<file path="config.mk">
export PLATFORM = sky130hd
export DESIGN_NAME = input_skew_buffer
export DESIGN_NICKNAME = d
export VERILOG_FILES = /design/src/rtl/input_skew_buffer.sv
export SDC_FILE = /design/constraint.sdc
export NUM_CORES = 1
export LEC_CHECK = 0
export CAP_MARGIN = 0
export CELL_PAD_IN_SITES_DETAIL_PLACEMENT = 1
export CELL_PAD_IN_SITES_GLOBAL_PLACEMENT = 1
export CORE_MARGIN = 1
export CORE_UTILIZATION = 35
export CTS_CLUSTER_SIZE = 30
export DETAILED_ROUTE_END_ITERATION = 10
export HOLD_SLACK_MARGIN = 0.15
export PLACE_DENSITY_LB_ADDON = 0.1
export SETUP_SLACK_MARGIN = 0.5
export SLEW_MARGIN = 20
export SYNTH_ARGS = -nofsm -noshare
export SYNTH_HDL_FRONTEND = slang
export SYNTH_SLANG_ARGS = --single-unit
export TNS_END_PERCENT = 10
</file>
<file path="constraint.sdc">
create_clock -name i_clk -period 1.69 [get_ports i_clk]
set_clock_uncertainty 0.2 [all_clocks]
set_input_delay 0.338 -clock i_clk [delete_from_list [all_inputs] [get_ports i_clk]]
set_output_delay 0.338 -clock i_clk [all_outputs]
set_load 0.02 [all_outputs]
</file>
<file path="src/rtl/input_skew_buffer.sv">
// Skews per-row activations so row r reaches the PE array r cycles after row 0.
// Tracks the end of a tile and reports when the delay lines have drained.

module isb_lane #(
  parameter int DW    = 8,
  parameter int DEPTH = 1
) (
  input  logic          i_clk,
  input  logic          i_nrst,
  input  logic          clr,
  input  logic          adv,
  input  logic [DW-1:0] in_data,
  input  logic          in_vld,
  output logic [DW-1:0] out_data,
  output logic          out_vld
);
  logic [DEPTH-1:0][DW-1:0] dat_pipe;
  logic [DEPTH-1:0]         vld_pipe;

  always_ff @(posedge i_clk or negedge i_nrst) begin
    if (!i_nrst) begin
      dat_pipe <= '0;
      vld_pipe <= '0;
    end else if (clr) begin
      dat_pipe <= '0;
      vld_pipe <= '0;
    end else if (adv) begin
      dat_pipe[0] <= in_data;
      vld_pipe[0] <= in_vld;
      for (int k = 1; k < DEPTH; k++) begin
        dat_pipe[k] <= dat_pipe[k-1];
        vld_pipe[k] <= vld_pipe[k-1];
      end
    end else begin
      // Held word was already presented once; hide it until the lane moves again.
      vld_pipe[DEPTH-1] <= 1'b0;
    end
  end

  assign out_data = dat_pipe[DEPTH-1];
  assign out_vld  = vld_pipe[DEPTH-1];
endmodule

module input_skew_buffer #(
  parameter int DATA_WIDTH = 8,
  parameter int ROWS       = 4,
  parameter int ADDR_WIDTH = 8
) (
  input  logic                                i_clk,
  input  logic                                i_nrst,
  input  logic                                i_en,
  input  logic                                i_reg_clear,
  input  logic                                i_stall,
  input  logic [ROWS-1:0][DATA_WIDTH-1:0]     i_data,
  input  logic [ROWS-1:0]                     i_data_valid,
  input  logic                                i_route_done,
  output logic [ROWS-1:0][DATA_WIDTH-1:0]     o_data,
  output logic [ROWS-1:0]                     o_data_valid,
  output logic                                o_busy,
  output logic                                o_drain_done,
  output logic [ADDR_WIDTH-1:0]               o_vec_count,
  output logic                                o_overrun
);
  localparam int CW = $clog2(ROWS + 1);

  typedef enum logic [1:0] {IDLE, STREAM, DRAIN} state_t;

  state_t          state_q, state_d;
  logic [CW-1:0]   cnt_q, cnt_d;
  logic            done_d;
  logic            adv, any_vld;

  assign adv     = i_en & ~i_stall;
  assign any_vld = |i_data_valid;

  for (genvar r = 0; r < ROWS; r++) begin : g_lane
    isb_lane #(.DW(DATA_WIDTH), .DEPTH(r + 1)) u_lane (
      .i_clk    (i_clk),
      .i_nrst   (i_nrst),
      .clr      (i_reg_clear),
      .adv      (adv),
      .in_data  (i_data[r]),
      .in_vld   (i_data_valid[r]),
      .out_data (o_data[r]),
      .out_vld  (o_data_valid[r])
    );
  end

  // The route_done cycle itself is the first advance of the drain, so the
  // counter holds the advances still needed before the last word exits.
  always_comb begin
    state_d = state_q;
    cnt_d   = cnt_q;
    done_d  = 1'b0;
    if (i_en) begin
      case (state_q)
        IDLE: begin
          if (i_route_done) begin
            state_d = DRAIN;
            cnt_d   = CW'(ROWS - 1);
          end else if (adv && any_vld) begin
            state_d = STREAM;
          end
        end
        STREAM: begin
          if (i_route_done) begin
            state_d = DRAIN;
            cnt_d   = CW'(ROWS - 1);
          end
        end
        DRAIN: begin
          if (i_route_done) begin
            cnt_d = CW'(ROWS - 1);
          end else if (adv) begin
            if (cnt_q <= CW'(1)) begin
              done_d  = 1'b1;
              state_d = IDLE;
              cnt_d   = '0;
            end else begin
              cnt_d = cnt_q - 1'b1;
            end
          end
        end
        default: state_d = IDLE;
      endcase
    end
  end

  always_ff @(posedge i_clk or negedge i_nrst) begin
    if (!i_nrst) begin
      state_q      <= IDLE;
      cnt_q        <= '0;
      o_drain_done <= 1'b0;
      o_vec_count  <= '0;
      o_overrun    <= 1'b0;
    end else if (i_reg_clear) begin
      state_q      <= IDLE;
      cnt_q        <= '0;
      o_drain_done <= 1'b0;
      o_vec_count  <= '0;
      o_overrun    <= 1'b0;
    end else begin
      state_q      <= state_d;
      cnt_q        <= cnt_d;
      o_drain_done <= done_d;
      if (adv && any_vld && (o_vec_count != '1))
        o_vec_count <= o_vec_count + 1'b1;
      if (i_stall && any_vld)
        o_overrun <= 1'b1;
    end
  end

  assign o_busy = (state_q != IDLE);
endmodule

</file>
==> results by group, run 1 <==
Synthesis
  • Synthesized area: 0.00459 mm²
  • Synth warn: 0
  • Syn Inst Count: 500
  • Synth cell types: 44
  • EDFF count, synth: 0
  • Syn_area_per_cell: roughly 9.2 µm²
  • Ys flop type: dfrtp_1
  • FF+latch count, synth: 105
  • Post-synth top area cell: dfrtp_1
  • Syn_nets: 545
  • Synth top area cells: dfrtp_1, nand2_1, a21oi_1, buf_4, clkbuf_1
  • Async set-reset flop share out of synthesis: 1.00
  • Yosys top cell area share: 0.573
  • Register area share after synthesis: 0.573

Critical path
  • Crit Path Category: reg2reg
  • WP buf/inv: 2
  • CP arrival: between 1.5 and 2 ns
  • Critical path's slowest cell: dfrtp_1
  • CP startpoint kind: flip-flop
  • CP peak stage delay: 0.37 ns
  • Critical path's top delay family: compound AO/OA/AOI/OAI gates
  • Worst endpoint required time: 1.73 ns
  • CP max FO: 5
  • CP cell instances: buf_6 > nor2b_1 > o211ai_1 > buf_4 > and2_4 > a211o_1
  • Crit. End Element: flip-flop

Timing
  • Final Setup Violations: 0
  • Fmax achieved: 596 MHz
  • Max-slew violations: 0
  • Final Cycle Share: 0.993
  • Final worst setup slack: 0.0119 ns
  • Final hold viol count: 0
  • Fin Setup TNS: 0 ns
  • RSZ-0062 raised after global routing: true
  • Min Clock Period, post-route: 1.68 ns
  • Worst rel slew slack: 0.696
  • Worst Max-Slew Pin Slew: ~0.46 ns

Clock network
  • CTS tree: yes
  • CTS Buf Count: 9
  • CTS root buffer: clkbuf_16
  • H-Tree Depth: 3
  • Clock slew at reported path FFs: 0.07 ns
  • CTS Hold Buffers Added: 4
  • Clock tree buffer depth: 2
  • CTS sink count: about 110
  • Clock Latency Late Sink: 0.35 ns

Power
  • Reg power frac: 0.490
  • Pleak: 2.84 nW
  • Peak VDD IR: between 0.5 and 0.6 mV
  • Combinational power share: 0.119
  • Clock network fraction of total power: 0.392
  • Psw: 1.29 mW
  • Sw Share: 0.241
  • Pint: 4.05 mW
  • Pwr dens: 853 mW/mm²

Die
  • IO Count: 89
  • Die Outline Area: between 0.01 and 0.015 mm²
  • Die Height: 117 µm
  • Rows: 41
  • Die width: 117 µm
  • Initial core utilization: 0.361
  • CORE AREA: 0.0127 mm²

GRT
  • Largest net degree at the start of global routing: between 60 and 70
  • Gr usage total: 0.185
  • Vias in the first global route: 3852
  • Met2 usage: 0.295
  • Most used routing layer: met2
  • Total gr overflow: 0
  • Grt met3 use: 0.0415
  • Antenna violations before repair: 0
  • Global-route wire length before repair: 19.2 mm
  • M1 GR Usage: 0.241

Place
  • Setup WS pre-CTS: -0.617 ns
  • Placed cell area: 0.00567 mm²
  • DP HPWL: 7.41 mm
  • Placed cell count: 728
  • I/O Buffers: 88
  • GP Congestion: 0.781

Drt
  • DRC viols: 0
  • Total number of vias: 3723
  • DR iter-0 viols: 180
  • ANT nets after route: 0
  • Drt total wl: 11.9 mm
  • Initial DRT Pass Iterations: 4
  • Detailed-route wire length per cell: 15.5 µm
  • Vias per std cell: 4.86

Final layout
  • Synthesis-to-finish area growth: 36.4%
  • Share of cells above drive strength 1: 0.200
  • Non-Filler Instances: 766
  • Finished Cell Area: 0.00626 mm²
  • Diode count: 0
  • Final nets: 635

Worst hold path
  • HP Class: in2reg

Job
  • Max Cap Viol: 0

Run status
  • Status: finished clean
## per-stage QoR
stage	power, mW	hold slack [ns]	util
3_5_place_dp	3.24	0.153	0.445
4_1_cts	5.37	0.0284	0.478
3_3_place_gp	3.22	0.149	0.445
5_1_grt	5.58	0.0473	0.492
2_1_floorplan	2.91	-0.158	-
6_report	5.34	0.0305	0.492
## cell usage in the layout, fill, tap and decap left out, types with 2 or more instances in the layout
cell type and count:
dlygate4sd3_1 4, clkbuf_1 3, a21oi_2 2, a211oi_2 2
nor2b_1 2, nor2_1 5, and3_1 5, buf_4 37
o41ai_1 2, nand2b_4 2, clkbuf_16 9, and2_4 2
o21a_1 4, o2bb2ai_2 2, buf_6 25, nand2b_1 2
and4_4 2, buf_12 6, nand3_1 4, or4_4 2
a21oi_1 88, dfrtp_2 6, nand4_1 2, inv_1 3
dfrtp_1 99, ha_4 2, clkdlybuf4s50_1 33, o21ai_1 2
dlygate4sd2_1 33, nand2_1 174
## synthesized netlist by cell type, types with 3 or more instances
library cell and n:
nand3_1 4, nor2_1 6, o21a_1 4, nand2b_1 4, o21ai_0 3, and3_1 5, buf_1 5, dfrtp_1 105
a21oi_1 90, nand2_1 175, buf_4 29, inv_1 4, buf_2 6, clkbuf_1 20, ha_1 3
## flip-flops by register name (all words and copies together), names as in the netlist
register and cells:
g_lane.u_lane.dat_pipe 48, g_lane.u_lane.out_data 32, g_lane.u_lane.vld_pipe 9, o_vec_count 8, cnt_q 3, state_q 2
g_lane.u_lane.out_vld 1, o_drain_done 1, o_overrun 1
## cell type report
cell class,count,area [µm²]
Clock buffer,13,250
Fill cell,1482,6460
Sequential cell,105,2640
Multi-Input combinational cell,330,1750
Tap cell,172,215
Timing Repair Buffer,140,1350
Inverter,4,15.0
Clock inverter,2,38.8
## path summary, 6_finish.rpt
kind | from | to | slack, ns | depth (start not counted)
setup / recovery | state_q[1] | cnt_q[2] | 0.01 | 6
hold / removal | i_reg_clear | state_q[0] | 0.03 | 2
setup reg to reg | state_q[1] | cnt_q[2] | 0.01 | 6
hold reg to reg | g_lane[2].u_lane.dat_pipe[15] | g_lane[2].u_lane.out_data[7] | 0.31 | 2
max in group asynchronous | i_nrst | o_vec_count[2] | 0.64 | 3
min in group asynchronous | i_nrst | cnt_q[1] | 0.31 | 3
## logic make-up (layout without fill, tap and decap cells)
kind of cell | Yosys count | after routing | share of synthesized area
DFF | 105 | 105 | 0.573
AOI/OAI and AO/OA | 111 | 111 | 0.135
buffers and inverters | 65 | 159 | 0.0802
muxes | 2 | 2 | 0.00545
adders and majority gates | 3 | 3 | 0.00818
and+or+nand+nor | 214 | 214 | 0.199
## worst reg2reg max path, cell delays in order, from the launching register on
cell and delay (ns):
dfrtp_1 0.37, buf_6 0.12, nor2b_1 0.15, o211ai_1 0.12
buf_4 0.16, and2_4 0.16, a211o_1 0.29
## per-layer routing
layer	routed length, µm	share of wire	vias up
li1	-	-	1791
met1	5360	0.45	1843
met2	5760	0.48	67
met3	451	0.038	22
met4	316	0.027	0
met5	0	0	-
## power by group through the flow
stage	clock (mW)	combinational, mW	sequential [mW]
detailed placement	0	0.577	2.66
floorplan	0	0.240	2.67
finish	2.09	0.633	2.61
global placement	0	0.563	2.66
CTS	2.17	0.596	2.61
global route	2.26	0.699	2.62
## timing repair
item / in CTS / in global routing
setup endpoints to repair: 152 / 152
buffers inserted: 11 / 8
pin swaps: 7 / 8
endpoints found under the hold margin: 112 / 2
gates resized for setup: 123 / 55
(Power assumes the default switching activity.)
==> inputs of run 2 (changes only) <==
Settings changed: CTS_CLUSTER_DIAMETER set to 60.
==> results of run 2 <==
Final layout, timing and power as in run 1 (identical DEF).
==> inputs of run 3 (changes only) <==
--- a/constraint.sdc
+++ b/constraint.sdc
@@ -3,3 +3,3 @@
 set_input_delay 0.338 -clock i_clk [delete_from_list [all_inputs] [get_ports i_clk]]
 set_output_delay 0.338 -clock i_clk [all_outputs]
-set_load 0.02 [all_outputs]
+set_load 0.01 [all_outputs]
==> run 3 against run 2 <==
Effect of this change: the flow now finishes with violations (negative hold slack, negative setup slack); first-iteration DRC count decreased by 32%; hold slack got worse by 0.32 ns; cell area is 12% higher; count of clock-buffer cells in the layout decreased by 2; clock power fell by 3%; combinational power grew 20%; sequential share of layout area is 4.4 points lower; die area stayed put; non-clock buffer count grew 5; critical endpoint is now o_vec_count[3].
==> results by group, run 3 (synthesized netlist as in run 1, its figures left out) <==
Drt
  • ANT nets after route: 0
  • Total number of vias: 3827
  • Vias per std cell: 4.96
  • DRC viols: 0
  • Drt total wl: 12.4 mm
  • Initial DRT Pass Iterations: 4
  • Detailed-route wire length per cell: about 16 µm
  • DR iter-0 viols: 123

Critical path
  • Worst Setup SP: o_vec_count[3]
  • Worst setup path end: o_vec_count[3]
  • CP startpoint kind: flip-flop
  • CP arrival: 1.78 ns
  • R2r setup slk: -0.01 ns
  • Worst endpoint required time: between 1.5 and 2 ns
  • FF-to-FF End: o_vec_count[3]
  • Reg2reg start: o_vec_count[3]
  • Crit. End Element: flip-flop
  • CP max FO: 3
  • Crit Path Category: reg2reg
  • R2R depth: 5

Timing
  • Worst Max-Slew Pin Slew: 0.402 ns
  • Fin Setup TNS: -0.0102 ns
  • Final Cycle Share: 1.01
  • Max-slew violations: 0
  • Min Clock Period, post-route: 1.70 ns
  • Hold Slack: -0.291 ns
  • Final Setup Violations: 1
  • Worst rel slew slack: 0.732
  • RSZ-0062 raised after global routing: true
  • Final worst setup slack: -0.0102 ns
  • Final hold viol count: 21
  • Fmax achieved: approximately 600 MHz

GRT
  • Gr usage total: 0.195
  • Largest net degree at the start of global routing: 57
  • Grt met3 use: 0.0358
  • Vias in the first global route: a little over 4k
  • M1 GR Usage: 0.249
  • Total gr overflow: 0
  • Global-route wire length before repair: a little over 20 mm
  • Met2 usage: 0.323
  • Most used routing layer: met2
  • Antenna violations before repair: 0

Die
  • Initial core utilization: 0.361
  • Die Height: between 100 and 150 µm
  • Die Outline Area: 0.0136 mm²
  • Die width: approximately 120 µm
  • IO Count: 89
  • Rows: 41
  • CORE AREA: between 0.01 and 0.015 mm²

Power
  • Pwr dens: approximately 780 mW/mm²
  • Peak VDD IR: 0.413 mV
  • Pleak: 3.45 nW

Final layout
  • Fin util: 0.549
  • Most common cell after layout, fill and taps aside: nand2_1
  • Final nets: between 600 and 700
  • Share of cells above drive strength 1: 0.497
  • Diode count: 0
  • Finished Cell Area: approximately 0.0070 mm²
  • Filler instances: 1405
  • Non-Filler Instances: around 770
  • Commonest cells after routing, fill and taps aside: nand2_1, dfrtp_1, a21oi_2
  • Synthesis-to-finish area growth: 52.2%
  • Largest register by flop count: g_lane.u_lane.dat_pipe
  • Max reg flops: 48

Clock network
  • CTS root buffer: clkbuf_16
  • Clock slew at reported path FFs: 0.07 ns
  • Clock tree buffer depth: 2
  • CTS tree: yes
  • CTS sink count: approximately 110
  • H-Tree Depth: 3
  • CTS Buf Count: 9
  • Clock Latency Late Sink: 0.35 ns
  • CTS Hold Buffers Added: 4

Worst hold path
  • HP Class: in2async

Place
  • Placed cell area: 0.00572 mm²
  • I/O Buffers: 88
  • Placed cell count: 734
  • DP HPWL: 7.50 mm
  • GP Congestion: 0.844

Run status
  • Failing checks: negative hold slack, negative setup slack
  • Status: finished with violations

Job
  • Max Cap Viol: 0
-- run 3: cell count changes in the layout (fill, tap and decap cells not counted), moves of 9 or more --
| cell | change |
|---|---|
| nand2_4 | +60 |
| a21oi_2 | +61 |
| nand2_1 | -70 |
| a21oi_1 | -61 |
| buf_6 | +9 |
| nand2_2 | +10 |
| buf_2 | +34 |
| dlygate4sd2_1 | -33 |
-- run 3: layout make-up --
cell class	count	area, µm²	share of cell area
sequential	105	2640	0.377
timing repair buffer	145	1320	0.190
inverter	4	15.0	0.00215
clock buffer	11	253	0.0362
multi-input combinational	330	2510	0.359
tap	172	215	0.0308
clock inverter	5	36.3	0.00519
-- run 3: critical path: stages (launching register included) --
cell,delay (ns)
dfrtp_1,0.40
buf_6,0.12
and4_4,0.15
and4_4,0.15
or4_4,0.48
a21oi_2,0.13
-- run 3: metrics by stage --
stage	setup slack, ns	hold WS (ns)	total power [mW]
after CTS	-0.00840	-0.291	5.45
after detailed placement	-0.592	0.0880	3.23
after global routing	-0.0361	-0.279	5.65
final	-0.0102	-0.291	5.42
after global placement	-0.558	0.0804	3.21
after floorplan	-0.0953	-0.158	2.89
-- run 3: layer usage --
layer | vias up | wire length (µm)
met4 | 0 | 275
met1 | 1922 | 5460
met3 | 21 | 403
li1 | 1816 | -
met2 | 68 | 6240
met5 | - | 0
-- run 3: how the worst min path moves through the flow --
stage / start / to / slack [ns] / cells after the start
2_1_floorplan: i_nrst / cnt_q[0] / -0.16 / 0
3_3_place_gp: i_nrst / cnt_q[0] / 0.08 / 1
3_5_place_dp: i_nrst / cnt_q[0] / 0.09 / 1
4_1_cts: i_nrst / cnt_q[1] / -0.29 / 1
5_1_grt: i_nrst / cnt_q[0] / -0.28 / 1
6_report: i_nrst / cnt_q[0] / -0.29 / 1
-- run 3: repair_timing --
action                                  CTS  global route
pin swaps                               153           144
endpoints found under the hold margin   110            96
setup buffers                            10             8
gates resized for setup                 456            18
endpoints found under the setup margin  152           139
-- run 3: where the power goes --
group	total [mW]	internal (mW)	switching, mW	leakage (nW)
sequential	2.63	2.57	0.0524	1.44
clock	2.03	1.09	0.944	0.146
combinational	0.757	0.339	0.418	1.86
==> patch 1: new RTL, config.mk and constraints of run 1 <==
The parameter `ROWS` goes from 4 to 8.
--- a/src/rtl/input_skew_buffer.sv
+++ b/src/rtl/input_skew_buffer.sv
@@ -43,7 +43,7 @@
 
 module input_skew_buffer #(
   parameter int DATA_WIDTH = 8,
-  parameter int ROWS       = 4,
+  parameter int ROWS       = 8,
   parameter int ADDR_WIDTH = 8
 ) (
   input  logic                                i_clk,
Ports: changed (resized i_data, i_data_valid, o_data and o_data_valid); port bits go from 89 to 161. The function was not compared with the original's and may differ.
==> patch 1 against run 1 <==
  * The flow now finishes with violations (negative hold slack, negative setup slack)
  * Worst setup slack worse by 0.21 ns
  * Synthesized area grew to 3.0 times the old value
  * Wire length grew to 3.0 times the old value
  * Total power grew to 3.4 times the old value
  * Critical endpoint is now cnt_q[3]
  * Die area grew to 3.0 times the old value
  * Combinational power grew to 2.6 times the old value
  * Sequential cell count is 235 higher
  * Design area grew to 3.2 times the old value
==> patch 1: results (changes against run 1) <==
[grt]
grt_use_total_pct=17.6  ; -0.92 points
use_met2_pct=29.1  ; -0.32 points
grt_pass1_wl_mm=59.1  ; +210%
grtUsageMet3_pct=3.47  ; -0.68 points

[min_path]
min_path_type=input port to asynchronous set/reset pin

[cells_and_area]
sh_seq_area_pct=42.8  ; +0.74 points
multi_input_area_share_pct=31.5  ; +3.5 points
fillers=4254  ; +190%
nClkBuffers=59  ; +46
buffers=285  ; +100%
final_area_sq_um=19900  ; +220%
layout-drive-gt1-share_pct=33.9  ; +14 points
largest_reg_flops=224  ; +370%
final-clk-cell-share_pct=6.26  ; +1.6 points
nMultiInputCombCells=1029  ; +210%

[timing]
worst_pin_slew_ns=0.611  ; +0.156 ns
fin_hold_ws_ns=-0.523  ; -0.554 ns
finalHoldViolCount=307  ; +307
setup_slack_ns=-0.196  ; -0.208 ns
setup_viol=14  ; +14

[route]
first_iter_violations=488  ; +170%
route.met2.wl_mm=18.0  ; +210%
wire_per_inst_um=16.0  ; +3.3%
wirelength_met1_mm=15.9  ; +200%
via_count=11054  ; +200%

[floorplan]
n_tap_cell=518  ; +200%

[place]
pre_cts_slack_ns=-0.759  ; -0.142 ns
dp.final_hpwl_mm=21.5  ; +190%
place_area_sq_um=16400  ; +190%
place.gp.congestion=0.733  ; -6.1%

[power]
p_leak_nw=9.32  ; +230%
ir_drop_mv=0.689  ; +30%

[clocking]
clock_path_buffers=3  ; +1
htreeDepth=2  ; -1
postCtsHoldBufs=15  ; +11

[worst_setup_path]
cpMaxStageDelayCell=or4_4
critical_path_arrival_ns=2.15  ; +0.44 ns

[yosys]
synth.area.top_cells=dfrtp_1 (61%), nand2_1 (17%), a21oi_1 (12%)
synth_compound_area_share_pct=12.8  ; -0.70 points
ys_types=38  ; -14%
synthAdderAreaFrac_pct=0.269  ; -0.55 points
syn-num-nets=1634  ; +200%
syn_avg_cell_area_sq_um=9.00  ; -1.9%

[status]
violations=negative hold slack, negative setup slack
status=finished with violations

-- patch 1: cell families (layout without fill, tap and decap cells) --
family	after synthesis	count (layout)
and+or+nand+nor	679	679
AOI/OAI and AO/OA	344	344
DFF	340	340
buffers and inverters	184	362
adders and majority gates	3	3
muxes	3	3
-- patch 1: final timing paths --
kind                                                      end                          from  slack, ns
worst max register to register                       cnt_q[3]                    state_q[1]      -0.20
worst max-delay path                                 cnt_q[3]                    state_q[1]      -0.20
worst min register to register   g_lane[2].u_lane.vld_pipe[2]  g_lane[2].u_lane.vld_pipe[1]       0.30
max in group asynchronous       g_lane[6].u_lane.dat_pipe[46]                        i_nrst       0.61
worst min-delay path             g_lane[3].u_lane.out_data[5]                        i_nrst      -0.52
min in group i_clk                                   cnt_q[3]                   i_reg_clear       0.01
-- patch 1: power breakdown --
group / total (mW) / leakage (nW) / switching [mW] / internal [mW]
combinational: 1.62 / 4.00 / 0.975 / 0.646
sequential: 8.36 / 4.71 / 0.0917 / 8.26
clock: 8.22 / 0.620 / 3.29 / 4.93
==> patch 2: new RTL, flow settings as in run 1 <==
Without the edit above. Make the reset (`i_nrst`) synchronous in 2 clocked blocks.
--- a/src/rtl/input_skew_buffer.sv
+++ b/src/rtl/input_skew_buffer.sv
@@ -17,7 +17,7 @@
   logic [DEPTH-1:0][DW-1:0] dat_pipe;
   logic [DEPTH-1:0]         vld_pipe;
 
-  always_ff @(posedge i_clk or negedge i_nrst) begin
+  always_ff @(posedge i_clk) begin
     if (!i_nrst) begin
       dat_pipe <= '0;
       vld_pipe <= '0;
@@ -126,7 +126,7 @@
     end
   end
 
-  always_ff @(posedge i_clk or negedge i_nrst) begin
+  always_ff @(posedge i_clk) begin
     if (!i_nrst) begin
       state_q      <= IDLE;
       cnt_q        <= '0;
Formal check against the unedited RTL: differs if i_nrst is asserted again (counterexample within 4 cycles, from zero or initial values and one cycle with i_nrst low); with i_nrst held inactive, the same outputs for 4 cycles.
==> patch 2 against run 1 <==
  * Combinational power shrank 19%
  * Via count shrank 3.7%
  * Sequential cell count is the same
  * Synthesized area shrank 12%
  * Total power shrank 5.3%
  * Design area shrank 3.1%
  * Wire length shrank 4.6%
  * Critical path type unchanged
  * Synthesized cell count is the same
  * Worst setup slack gained 0.00050 ns
  * Largest power group unchanged
  * Fmax is essentially flat
  * Critical endpoint is now o_vec_count[7]
  * Die area shrank 12%
==> patch 2: results (changes against run 1) <==
[worst_setup_path]
r2r_start=o_vec_count[0]
cpMaxStageDelayCell=or4_1
reg2reg_to=o_vec_count[7]

[route]
wire_per_inst_um=15.4  ; -0.85%
first_iter_violations=68  ; -62%
viasPerCell=4.87  ; +0.11%
wl_met3_um=519  ; +15%
route.met2.wl_mm=5.69  ; -1.3%
wirelength_mm=11.3  ; -4.6%

[status]
status=completed

[grt]
grtUsageMet1_pct=21.0  ; -3.1 points
grtUsageMet3_pct=6.16  ; +2.0 points
grt_pass1_wl_mm=16.4  ; -15%
grt_max_degree=36  ; -42%

[power]
ir_drop_mv=0.558  ; +5.2%
p_int_mw=3.82  ; -5.8%

[place]
place.gp.congestion=0.741  ; -5.1%
place_inst=693  ; -4.8%

[timing]
finalCritPeriodShare_pct=99.3  ; about the same
fin_hold_ws_ns=0.200  ; +0.170 ns

[cells_and_area]
nClkBuffers=10  ; -3
final-clk-cell-share_pct=4.81  ; +0.19 points
nMultiInputCombCells=333  ; +0.91%

[clocking]
post_cts_buffers=9  ; -2
cts.repair.resized=137  ; +11%

[min_path]
worstHoldStart=i_stall
min_delay_worst_endpoint=o_overrun
hold_depth=4  ; +2

[yosys]
synthArstFlopShare_pct=0  ; -100 points
synth.area.top_cells=dfxtp_1 (52%), nand2_1 (17%), a21oi_1 (12%)
syn_avg_cell_area_sq_um=8.04  ; -12%
synthTopCellsByCount=nand2_1 (178), dfxtp_1 (105), a21oi_1 (95)
yosysTopAreaCell=dfxtp_1
synth-seq-area-share_pct=52.3  ; -5.0 points

## patch 2: cell types whose count changed in the layout (fill, tap and decap cells not counted), sizes merged, moves of 4 or more
| cell | delta |
|---|---|
| clkbuf | +4 |
| dfxtp | +105 |
| o21a | -4 |
| buf | +24 |
| dlygate4sd2 | -33 |
| a21oi | +5 |
| dlymetal6s2s | +4 |
| dfrtp | -105 |
## patch 2: power groups by stage
stage	logic, mW	registers, mW	clock network, mW
after CTS	0.396	2.51	2.09
after floorplan	0.167	2.57	0
final	0.513	2.51	2.03
after global routing	0.550	2.51	2.20
after detailed placement	0.395	2.57	0
after global placement	0.389	2.57	0
## patch 2: logic make-up after synthesis
kind of cell | synth area share [%]
simple gates | 21.9
compound gates | 14.9
flops | 52.3
buf+inv | 8.96
fa+ha+maj | 0.934
xor+xnor | 0.436
mux | 0.498
## patch 2: worst min-delay path, stage by stage
cell and delay [ns]:
buf_6 0.07, buf_4 0.15, a21oi_2 0.06, nor2_1 0.09
